==> config.mk <==
export PLATFORM = sky130hd
export DESIGN_NAME = axi_stream_adder
export DESIGN_NICKNAME = d
export VERILOG_FILES = /design/src/rtl/axi_adder_defs.sv /design/src/rtl/axis_hold_slot.sv /design/src/rtl/axi_stream_adder.sv
export SDC_FILE = /design/constraint.sdc
export NUM_CORES = 1
export LEC_CHECK = 0
export CAP_MARGIN = 20
export CORE_MARGIN = 2
export CORE_UTILIZATION = 31
export CTS_BUF_LIST = sky130_fd_sc_hd__clkbuf_16
export DETAILED_ROUTE_END_ITERATION = 6
export HOLD_SLACK_MARGIN = 0.05
export SLEW_MARGIN = 20
export SYNTH_ARGS = -nofsm -noshare
export SYNTH_HDL_FRONTEND = slang
export SYNTH_HIERARCHICAL = 1
export SYNTH_SLANG_ARGS = --single-unit
export TNS_END_PERCENT = 1
==> constraint.sdc <==
create_clock -name clk -period 5.8 [get_ports clk]
set_clock_uncertainty 0.1 [all_clocks]
set_input_delay 1.16 -clock clk [delete_from_list [all_inputs] [get_ports clk]]
set_output_delay 1.16 -clock clk [all_outputs]
set_load 0.005 [all_outputs]
==> src/rtl/axi_adder_defs.sv <==
// Shared widths and operand extension helper for the stream adder and its neighbours.
// Pure definitions: no latency, no flow control.
package axi_adder_defs;

    localparam int IN_W_DEF  = 8;
    localparam int OUT_W_DEF = 16;
    // Widest operand/sum the ext() helper supports.
    localparam int EXT_W     = 32;

    typedef enum logic {
        SLOT_EMPTY = 1'b0,
        SLOT_FULL  = 1'b1
    } slot_state_e;

    // Extends the low in_w bits of x to EXT_W bits, by sign or by zero.
    function automatic logic [EXT_W-1:0] ext(
        input logic [EXT_W-1:0] x,
        input int               in_w,
        input logic             is_signed
    );
        logic [EXT_W-1:0] mask;
        mask = (in_w >= EXT_W) ? '1 : ((EXT_W'(1) << in_w) - EXT_W'(1));
        if (is_signed && (in_w > 0) && x[$clog2(EXT_W)'(in_w - 1)]) begin
            return x | ~mask;
        end
        return x & mask;
    endfunction

endpackage

==> src/rtl/axis_hold_slot.sv <==
// One-entry operand holding register with full flag; ready is purely registered state.
// Captures on valid&ready, empties when the join consumes it; refuses new data while full.
module axis_hold_slot
    import axi_adder_defs::*;
#(
    parameter int W = IN_W_DEF
) (
    input  logic         clk,
    input  logic         rst,
    input  logic [W-1:0] in_data_i,
    input  logic         in_valid_i,
    output logic         in_ready_o,
    input  logic         take_i,
    output logic         full_o,
    output logic [W-1:0] data_o
);

    slot_state_e  state_q, state_d;
    logic [W-1:0] data_q, data_d;
    logic         load;

    assign in_ready_o = (state_q == SLOT_EMPTY) && !rst;
    assign load       = in_valid_i && in_ready_o;
    assign full_o     = (state_q == SLOT_FULL);
    assign data_o     = data_q;

    // A full slot cannot load, so load and take never coincide.
    always_comb begin
        state_d = state_q;
        data_d  = data_q;
        if (load) begin
            state_d = SLOT_FULL;
            data_d  = in_data_i;
        end else if (take_i) begin
            state_d = SLOT_EMPTY;
        end
    end

    always_ff @(posedge clk) begin
        if (rst) begin
            state_q <= SLOT_EMPTY;
        end else begin
            state_q <= state_d;
        end
    end

    always_ff @(posedge clk) begin
        data_q <= data_d;
    end

endmodule

==> src/rtl/axi_stream_adder.sv <==
// Joins operand streams A and B and emits the extended sum on a registered AXI-Stream output.
// Sum valid one edge after both operands are held; a stalled output blocks the join and so the slots.
module axi_stream_adder
    import axi_adder_defs::*;
#(
    parameter int IN_W   = IN_W_DEF,
    parameter int OUT_W  = OUT_W_DEF,
    parameter bit SIGNED = 1'b0
) (
    input  logic             clk,
    input  logic             rst,
    input  logic [IN_W-1:0]  s_axis_a_data,
    input  logic             s_axis_a_valid,
    output logic             s_axis_a_ready,
    input  logic [IN_W-1:0]  s_axis_b_data,
    input  logic             s_axis_b_valid,
    output logic             s_axis_b_ready,
    output logic [OUT_W-1:0] m_axis_data,
    output logic             m_axis_valid,
    input  logic             m_axis_ready,
    output logic [15:0]      pair_count
);

    logic             a_full, b_full;
    logic [IN_W-1:0]  a_dat, b_dat;
    logic             join_w, beat_w;
    logic [OUT_W-1:0] sum_w;

    logic             m_valid_q, m_valid_d;
    logic [OUT_W-1:0] m_data_q, m_data_d;
    logic [15:0]      cnt_q, cnt_d;

    axis_hold_slot #(.W(IN_W)) u_slot_a (
        .clk        (clk),
        .rst        (rst),
        .in_data_i  (s_axis_a_data),
        .in_valid_i (s_axis_a_valid),
        .in_ready_o (s_axis_a_ready),
        .take_i     (join_w),
        .full_o     (a_full),
        .data_o     (a_dat)
    );

    axis_hold_slot #(.W(IN_W)) u_slot_b (
        .clk        (clk),
        .rst        (rst),
        .in_data_i  (s_axis_b_data),
        .in_valid_i (s_axis_b_valid),
        .in_ready_o (s_axis_b_ready),
        .take_i     (join_w),
        .full_o     (b_full),
        .data_o     (b_dat)
    );

    assign beat_w = m_valid_q && m_axis_ready;
    // The output register is free if empty or being drained this very edge.
    assign join_w = a_full && b_full && (!m_valid_q || m_axis_ready);
    assign sum_w  = OUT_W'(ext(EXT_W'(a_dat), IN_W, SIGNED) + ext(EXT_W'(b_dat), IN_W, SIGNED));

    always_comb begin
        m_valid_d = m_valid_q;
        m_data_d  = m_data_q;
        cnt_d     = cnt_q;
        if (join_w) begin
            m_valid_d = 1'b1;
            m_data_d  = sum_w;
        end else if (beat_w) begin
            m_valid_d = 1'b0;
        end
        if (beat_w) begin
            cnt_d = cnt_q + 16'd1;
        end
    end

    always_ff @(posedge clk) begin
        if (rst) begin
            m_valid_q <= 1'b0;
            m_data_q  <= '0;
            cnt_q     <= '0;
        end else begin
            m_valid_q <= m_valid_d;
            m_data_q  <= m_data_d;
            cnt_q     <= cnt_d;
        end
    end

    assign m_axis_valid = m_valid_q;
    assign m_axis_data  = m_data_q;
    assign pair_count   = cnt_q;

endmodule

==> results.ini, run 1 <==
[synth]
seq_area_frac_synth_pct = 50.9
synth_edf_count = 16
ys_warn_count = 6
postSynthAreaPerCell_um2 = 10.1
syn_area_um2 = 2040
synth_cell_type_count = 43
synth_seq_cells = 44
synthArstFlopShare_pct = 0
netlist_instances = 202
synth_ff_type = dfxtp_1

[layout]
area_growth_pct = 33.2
layout.nets = 283
fill_cells = 625
area.sequential_um2 = 1040
multi_input_area_um2 = 933
fin_util_pct = 42.9
diodes = 0
fin_area_um2 = 2720
drive_gt1_share_pct = 6.32

[critical_path]
critPathKind = input pin to output port
worstPathRequired_ns = 4.54
worst_setup_path_start_kind = input pin
r2r_start = u_slot_a/data_o[0]
reg2reg_slack_ns = 3.61
cp.arrival_ns = 2.46
end_kind = output port
crit_end = s_axis_a_ready
path_max_fanout = 33
critPathLaunch = rst
timing.rr.end = m_axis_data[8]
reg2regPathDepth = 6

[power_and_ir_drop]
total_power_mw = 0.671
p_per_area_nw_per_um2 = 247
p_comb_share_pct = 9.3
pwr-share-seq_pct = 50.0
ir_worst_vdd_v = 0.000128
leakage_nw = 0.951
intPower_mw = 0.521
p_clk_share_pct = 40.7
p_sw_mw = 0.150
p_sw_share_pct = 22.4

[detailed_routing]
first_iter_violations = 47
ant_nets = 0
drc = 0
vias = 1603
routed_wl_mm = 4.03
viasPerCell = 4.86
drt-wirelength-per-cell_um = 12.2
first_pass_iters = 4

[global_route]
antenna_found_initial = 0
grt_remaining_overflow = 0
grt_pass1_vias = 1474
grt_usage_pct = 11.4
grt_max_degree = 34
grt_pass1_wl_mm = 6.71

[cts]
cts_made_buffers = 5
clk_latency_ns = 0.28
cts_tree = built
clockBufferDepth = 2
cts_hold_buf = 0
cts_setup_buffers = 0
ctsResizeCount = 0
clock_sinks = 44
clkTransAtPathRegs_ns = 0.06
cts_max_level = 2
root_buffer = clkbuf_16

[timing]
max_freq_mhz = 269
hold_slack_ns = 0.363
period_share_pct = 64.1
rsz0062_at_grt = false
setup_viol = 0
hold_viol_final = 0
slew_violations = 0
fin_crit_ns = 3.72
setup_tns_ns = 0

[die]
die_width_um = 85.2
die_h_um = 85.2
fp-row-count = 29
initial_utilization_pct = 32.2
io_pins = 56
core-area_um2 = 6350
die_area_um2 = 7260

[hold_path]
min_path_cells = 2
hold_path_class = flop to flop

[placed_design]
routabilityCongestion = 0.818
dp_hpwl_mm = 2.99
io_buffers = 48
postPlaceCellArea_um2 = 2580

[run_status]
status = finished, final reports clean

[run]
maxCapViolations = 0

flip-flops by register name, summed over array words and instances, names as in the netlist:
register	flops
u_slot_b/data_o	8
m_axis_data	9
u_slot_a/data_o	8
m_axis_valid	1
u_slot_a/full_o	1
pair_count	16
u_slot_b/full_o	1
power groups by stage:
stage                     clock, mW  combinational [mW]  sequential [mW]
after floorplan                   0              0.0356            0.341
after global placement            0              0.0619            0.343
after detailed placement          0              0.0621            0.343
after CTS                     0.281              0.0625            0.336
after global routing          0.294              0.0689            0.337
final                         0.273              0.0621            0.336
per-layer routing:
| layer | up-vias | global-route usage [%] | part of all wire, % | wire length, µm |
|---|---|---|---|---|
| met3 | 8 | 3.02 | 5.1 | 204 |
| met1 | 728 | 14.5 | 47 | 1910 |
| met2 | 49 | 18.5 | 46 | 1850 |
| met4 | 0 | 4.76 | 1.7 | 70 |
| li1 | 818 | - | - | - |
| met5 | - | 0 | 0 | 0 |
cells in the mapped netlist, types with 2 or more instances:
| cell type | count | area (µm²) |
|---|---|---|
| edfxtp_1 | 16 | 480 |
| and2_1 | 3 | 18.8 |
| buf_4 | 7 | 52.6 |
| buf_1 | 2 | 7.51 |
| or4_1 | 2 | 15.0 |
| nand3_1 | 9 | 45.0 |
| a21o_1 | 3 | 22.5 |
| xnor2_1 | 4 | 35.0 |
| xor2_1 | 6 | 52.6 |
| a211oi_1 | 4 | 30.0 |
| a21oi_1 | 17 | 85.1 |
| a21oi_2 | 2 | 17.5 |
| nor2_2 | 2 | 12.5 |
| nand2b_1 | 6 | 37.5 |
| a211o_1 | 2 | 17.5 |
| a2111oi_0 | 2 | 17.5 |
| nand4_1 | 6 | 37.5 |
| dfxtp_1 | 28 | 561 |
| clkbuf_1 | 2 | 7.51 |
| inv_1 | 4 | 15.0 |
| ha_1 | 9 | 113 |
| nand2_1 | 17 | 63.8 |
| or3_1 | 5 | 31.3 |
| nor3_1 | 2 | 10.0 |
| o21ai_0 | 9 | 45.0 |
| and3_1 | 3 | 18.8 |
| and4_1 | 2 | 17.5 |
| nor2_1 | 12 | 45.0 |
| o211ai_1 | 2 | 15.0 |
stage by stage:
step | std cells | setup WS (ns)
finish | 330 | 2.08
global route | 330 | 2.01
CTS | 330 | 2.08
detailed placement | 322 | 2.08
global placement | 322 | 2.08
floorplan | 208 | 3.29
worst max-delay path, cell delays in order:
cell and delay [ns]:
clkdlybuf4s50_1 0.45, buf_4 0.33, nor2_2 0.06, clkdlybuf4s50_1 0.46
logic make-up after synthesis:
family | Yosys count | share of synthesized area [%]
and+or+nand+nor | 75 | 19.7
AOI/OAI and AO/OA | 45 | 13.9
DFF | 44 | 50.9
buffers and inverters | 17 | 4.47
xor gates and xnor gates | 10 | 4.29
adders and majority gates | 10 | 6.49
other | 1 | 0.184
layout make-up:
| class | count | area share, % |
|---|---|---|
| tap | 77 | 3.54 |
| inverter | 5 | 0.690 |
| multi-input combinational | 147 | 34.3 |
| sequential | 44 | 38.3 |
| clock inverter | 3 | 0.690 |
| clock buffer | 5 | 4.60 |
| timing repair buffer | 49 | 17.9 |
worst min-delay path by stage:
stage                         startpoint  slack [ns]             end
final                     m_axis_data[4]        0.36  m_axis_data[4]
after global routing      m_axis_data[3]        0.39  m_axis_data[3]
after CTS                 m_axis_data[1]        0.37  m_axis_data[1]
after detailed placement  m_axis_data[1]        0.36  m_axis_data[1]
after global placement    m_axis_data[4]        0.35  m_axis_data[4]
after floorplan           m_axis_data[3]        0.35  m_axis_data[3]
layout by cell type (no fill, tap or decap), drive strengths merged, types with 7 or more instances in the layout:
cell           netlist  final
nand2               17     17
nand3               10     10
o21ai                9      9
edfxtp              16     16
conb                 1      7
a21oi               19     19
dfxtp               28     28
nor2                14     14
clkdlybuf4s50        0     48
ha                   9      9
Note: power is estimated with default switching activity, not from simulation.
==> run 2: changes to the inputs <==
Clock period 5.8 ns to 3.7 ns, I/O delays scaled along.
==> results.ini, run 2 (synthesis results as in run 1) <==
[critical_path]
critPathKind = input pin to flop
end_kind = flop
worstPathRequired_ns = 3.77
cp.arrival_ns = 2.82
reg2regPathDepth = 6
path_max_fanout = 13
worst_setup_path_start_kind = input pin

[layout]
layout.nets = 283
fin_area_um2 = 2750
diodes = 0
final_common_cell = clkdlybuf4s50_1
fin_util_pct = 43.2
final_cell_mix = 48 x clkdlybuf4s50_1, 28 x dfxtp_1, 17 x nand2_1, 17 x a21oi_1, 16 x edfxtp_1
largest_reg_flops = 16
final_cells = 330
area_growth_pct = 34.4
drive_gt1_share_pct = 6.72

[cts]
cts_setup_buffers = 0
ctsResizeCount = 0
root_buffer = clkbuf_16
cts_max_level = 2
clock_sinks = 44
cts_hold_buf = 0
cts_tree = built
clockBufferDepth = 2
clkTransAtPathRegs_ns = 0.06
clk_latency_ns = 0.28
cts_made_buffers = 5

[detailed_routing]
viasPerCell = 4.88
ant_nets = 0
first_pass_iters = 4
drt-wirelength-per-cell_um = 12.4
routed_wl_mm = 4.08
drc = 0
first_iter_violations = 49
vias = 1611

[global_route]
grt_usage_pct = 11.6
grt_pass1_vias = 1490
grt_remaining_overflow = 0
antenna_found_initial = 0
grt_max_degree = 32
grt_pass1_wl_mm = 6.79

[timing]
rsz0062_at_grt = false
hold_viol_final = 0
setup_viol = 0
max_freq_mhz = 363
period_share_pct = 74.4
fin_crit_ns = 2.75
slew_violations = 0
setup_slack_ns = 0.948
hold_slack_ns = 0.364
setup_tns_ns = 0

[placed_design]
dpl.cell_count = 322
dp_slack_ns = 0.682
dp_hpwl_mm = 3.04
routabilityCongestion = 0.774
postPlaceCellArea_um2 = 2580
io_buffers = 48

[run_status]
status = finished, final reports clean

[power_and_ir_drop]
leakage_nw = 0.963
total_power_mw = 1.11
ir_worst_vdd_v = 0.000263
p_per_area_nw_per_um2 = 406

[hold_path]
min_path_cells = 2
hold_path_class = flop to flop

[die]
core-area_um2 = 6350
die_h_um = 85.2
initial_utilization_pct = 32.2
io_pins = 56
die_area_um2 = 7260
die_width_um = 85.2
fp-row-count = 29

[run]
maxCapViolations = 0

-- run 2: worst paths after layout --
| kind | start | endpoint | slack [ns] |
|---|---|---|---|
| setup / recovery | m_axis_ready | m_axis_data[5] | 0.95 |
| hold / removal | m_axis_data[3] | m_axis_data[3] | 0.36 |
| setup reg to reg | u_slot_a/data_o[0] | m_axis_data[8] | 1.50 |
| hold reg to reg | m_axis_data[3] | m_axis_data[3] | 0.36 |
-- run 2: per-layer routing --
metal  vias to the layer above  part of all wire, %  track usage (%)
met1                       743                   47             15.1
li1                        821                    -                -
met4                         0                  1.3             4.33
met2                        43                   46             18.4
met5                         -                    0                0
met3                         4                  5.4             3.40
-- run 2: cell type report --
class / count / area (µm²)
tap: 77 / 96.3
timing repair buffer: 49 / 488
sequential: 44 / 1040
fill: 610 / 3600
inverter: 5 / 18.8
multi-input combinational: 147 / 933
clock buffer: 5 / 125
clock inverter: 3 / 42.5
-- run 2: worst max-delay path, stage by stage --
cell and delay, ns:
clkdlybuf4s50_1 0.53, nand2b_1 0.22, nand3_1 0.34, clkinv_1 0.37
and3_1 0.29, a311o_1 0.33
-- run 2: report_power, final --
group	internal [mW]	switching [mW]
registers	0.517	0.00931
clock network	0.316	0.173
logic	0.0518	0.0470
total	0.885	0.229
==> run 3: changes to the inputs <==
Clock period 3.7 ns to 2.7 ns, I/O delays scaled along.
==> results.ini, run 3 (synthesis results as in run 1) <==
[run_status]
status = finished, final reports clean

[cts]
clock_sinks = 44
clkTransAtPathRegs_ns = 0.06
ctsResizeCount = 0
cts_hold_buf = 0
cts_setup_buffers = 0
clockBufferDepth = 2
cts_max_level = 2
clk_latency_ns = 0.29
root_buffer = clkbuf_16
cts_tree = built
cts_made_buffers = 5

[placed_design]
dp_hpwl_mm = 3.02
io_buffers = 48
routabilityCongestion = 0.759
dp_slack_ns = 0.196
postPlaceCellArea_um2 = 2600

[detailed_routing]
first_pass_iters = 4
drc = 0
ant_nets = 0
first_iter_violations = 38
drt-wirelength-per-cell_um = 12.1
viasPerCell = 4.85
routed_wl_mm = 4.03
vias = 1616

[timing]
period_share_pct = 84.2
fin_crit_ns = 2.27
setup_tns_ns = 0
rsz0062_at_grt = false
slew_violations = 0
hold_viol_final = 0
setup_viol = 0
max_freq_mhz = 440
setup_slack_ns = 0.426

[layout]
final_common_cell = clkdlybuf4s50_1
final_cell_mix = 48 x clkdlybuf4s50_1, 28 x dfxtp_1, 17 x nand2_1, 17 x a21oi_1, 16 x edfxtp_1
fill_cells = 615
layout.nets = 286
fin_area_um2 = 2750
diodes = 0
fin_util_pct = 43.2
largest_reg_flops = 16
area_growth_pct = 34.4
drive_gt1_share_pct = 7.81

[global_route]
grt_max_degree = 32
grt_usage_pct = 11.8
grt_pass1_vias = 1493
grt_remaining_overflow = 0
antenna_found_initial = 0
grt_pass1_wl_mm = 6.87

[critical_path]
cp.arrival_ns = 1.63
worstPathRequired_ns = 2.06
critPathKind = input pin to output port
worst_setup_path_start_kind = input pin
end_kind = output port
path_max_fanout = 3

[power_and_ir_drop]
leakage_nw = 0.976
p_per_area_nw_per_um2 = 533
ir_worst_vdd_v = 0.000280
total_power_mw = 1.46

[hold_path]
hold_path_class = flop to flop

[die]
fp-row-count = 29
core-area_um2 = 6350
die_h_um = 85.2
die_area_um2 = 7260
io_pins = 56
initial_utilization_pct = 32.2
die_width_um = 85.2

[run]
maxCapViolations = 0

-- run 3: cell count changes in the layout (fill, tap and decap cells not counted), sizes merged --
cell	before	now
bufinv	1	0
clkinvlp	2	0
clkinv	1	2
buf	1	4
inv	4	6
-- run 3: metrics by stage --
step,hold WS (ns),instances
CTS,0.360,333
floorplan,0.348,208
global placement,0.349,325
detailed placement,0.351,325
finish,0.356,333
global route,0.383,333
-- run 3: critical path: stages --
cell,delay (ns)
clkdlybuf4s50_1,0.46
nor2_2,0.12
clkdlybuf4s50_1,0.51
-- run 3: where the power goes --
| group | switching, mW | internal, mW | leakage, nW |
|---|---|---|---|
| clock | 0.260 | 0.345 | 0.0745 |
| sequential | 0.0122 | 0.709 | 0.375 |
| combinational | 0.0639 | 0.0732 | 0.527 |
| total | 0.336 | 1.13 | 0.976 |
-- run 3: area by class of cell --
cell class	instances	area [µm²]	area share, %
clock buffers	5	125	4.56
clock inverters	3	20.0	0.729
repair buffers	52	510	18.6
flip-flops and latches	44	1040	37.9
inverters	5	18.8	0.684
multi-input cells	147	933	34.0
well taps	77	96.3	3.51
-- run 3: worst paths after layout --
kind | slack (ns) | endpoint | from | cells past startpoint
setup / recovery | 0.43 | s_axis_a_ready | rst | 3
hold / removal | 0.36 | m_axis_data[0] | m_axis_data[0] | 2
hold reg to reg | 0.36 | m_axis_data[0] | m_axis_data[0] | 2
setup reg to reg | 0.53 | m_axis_data[8] | u_slot_a/data_o[0] | 6
-- run 3: layer usage --
layer  vias up  GRT usage (%)  routed length, µm
met5         -              0                  0
met4         0           5.77                107
met3         8           3.02                173
met2        47           18.3               1860
met1       731           15.3               1890
li1        830              -                  -
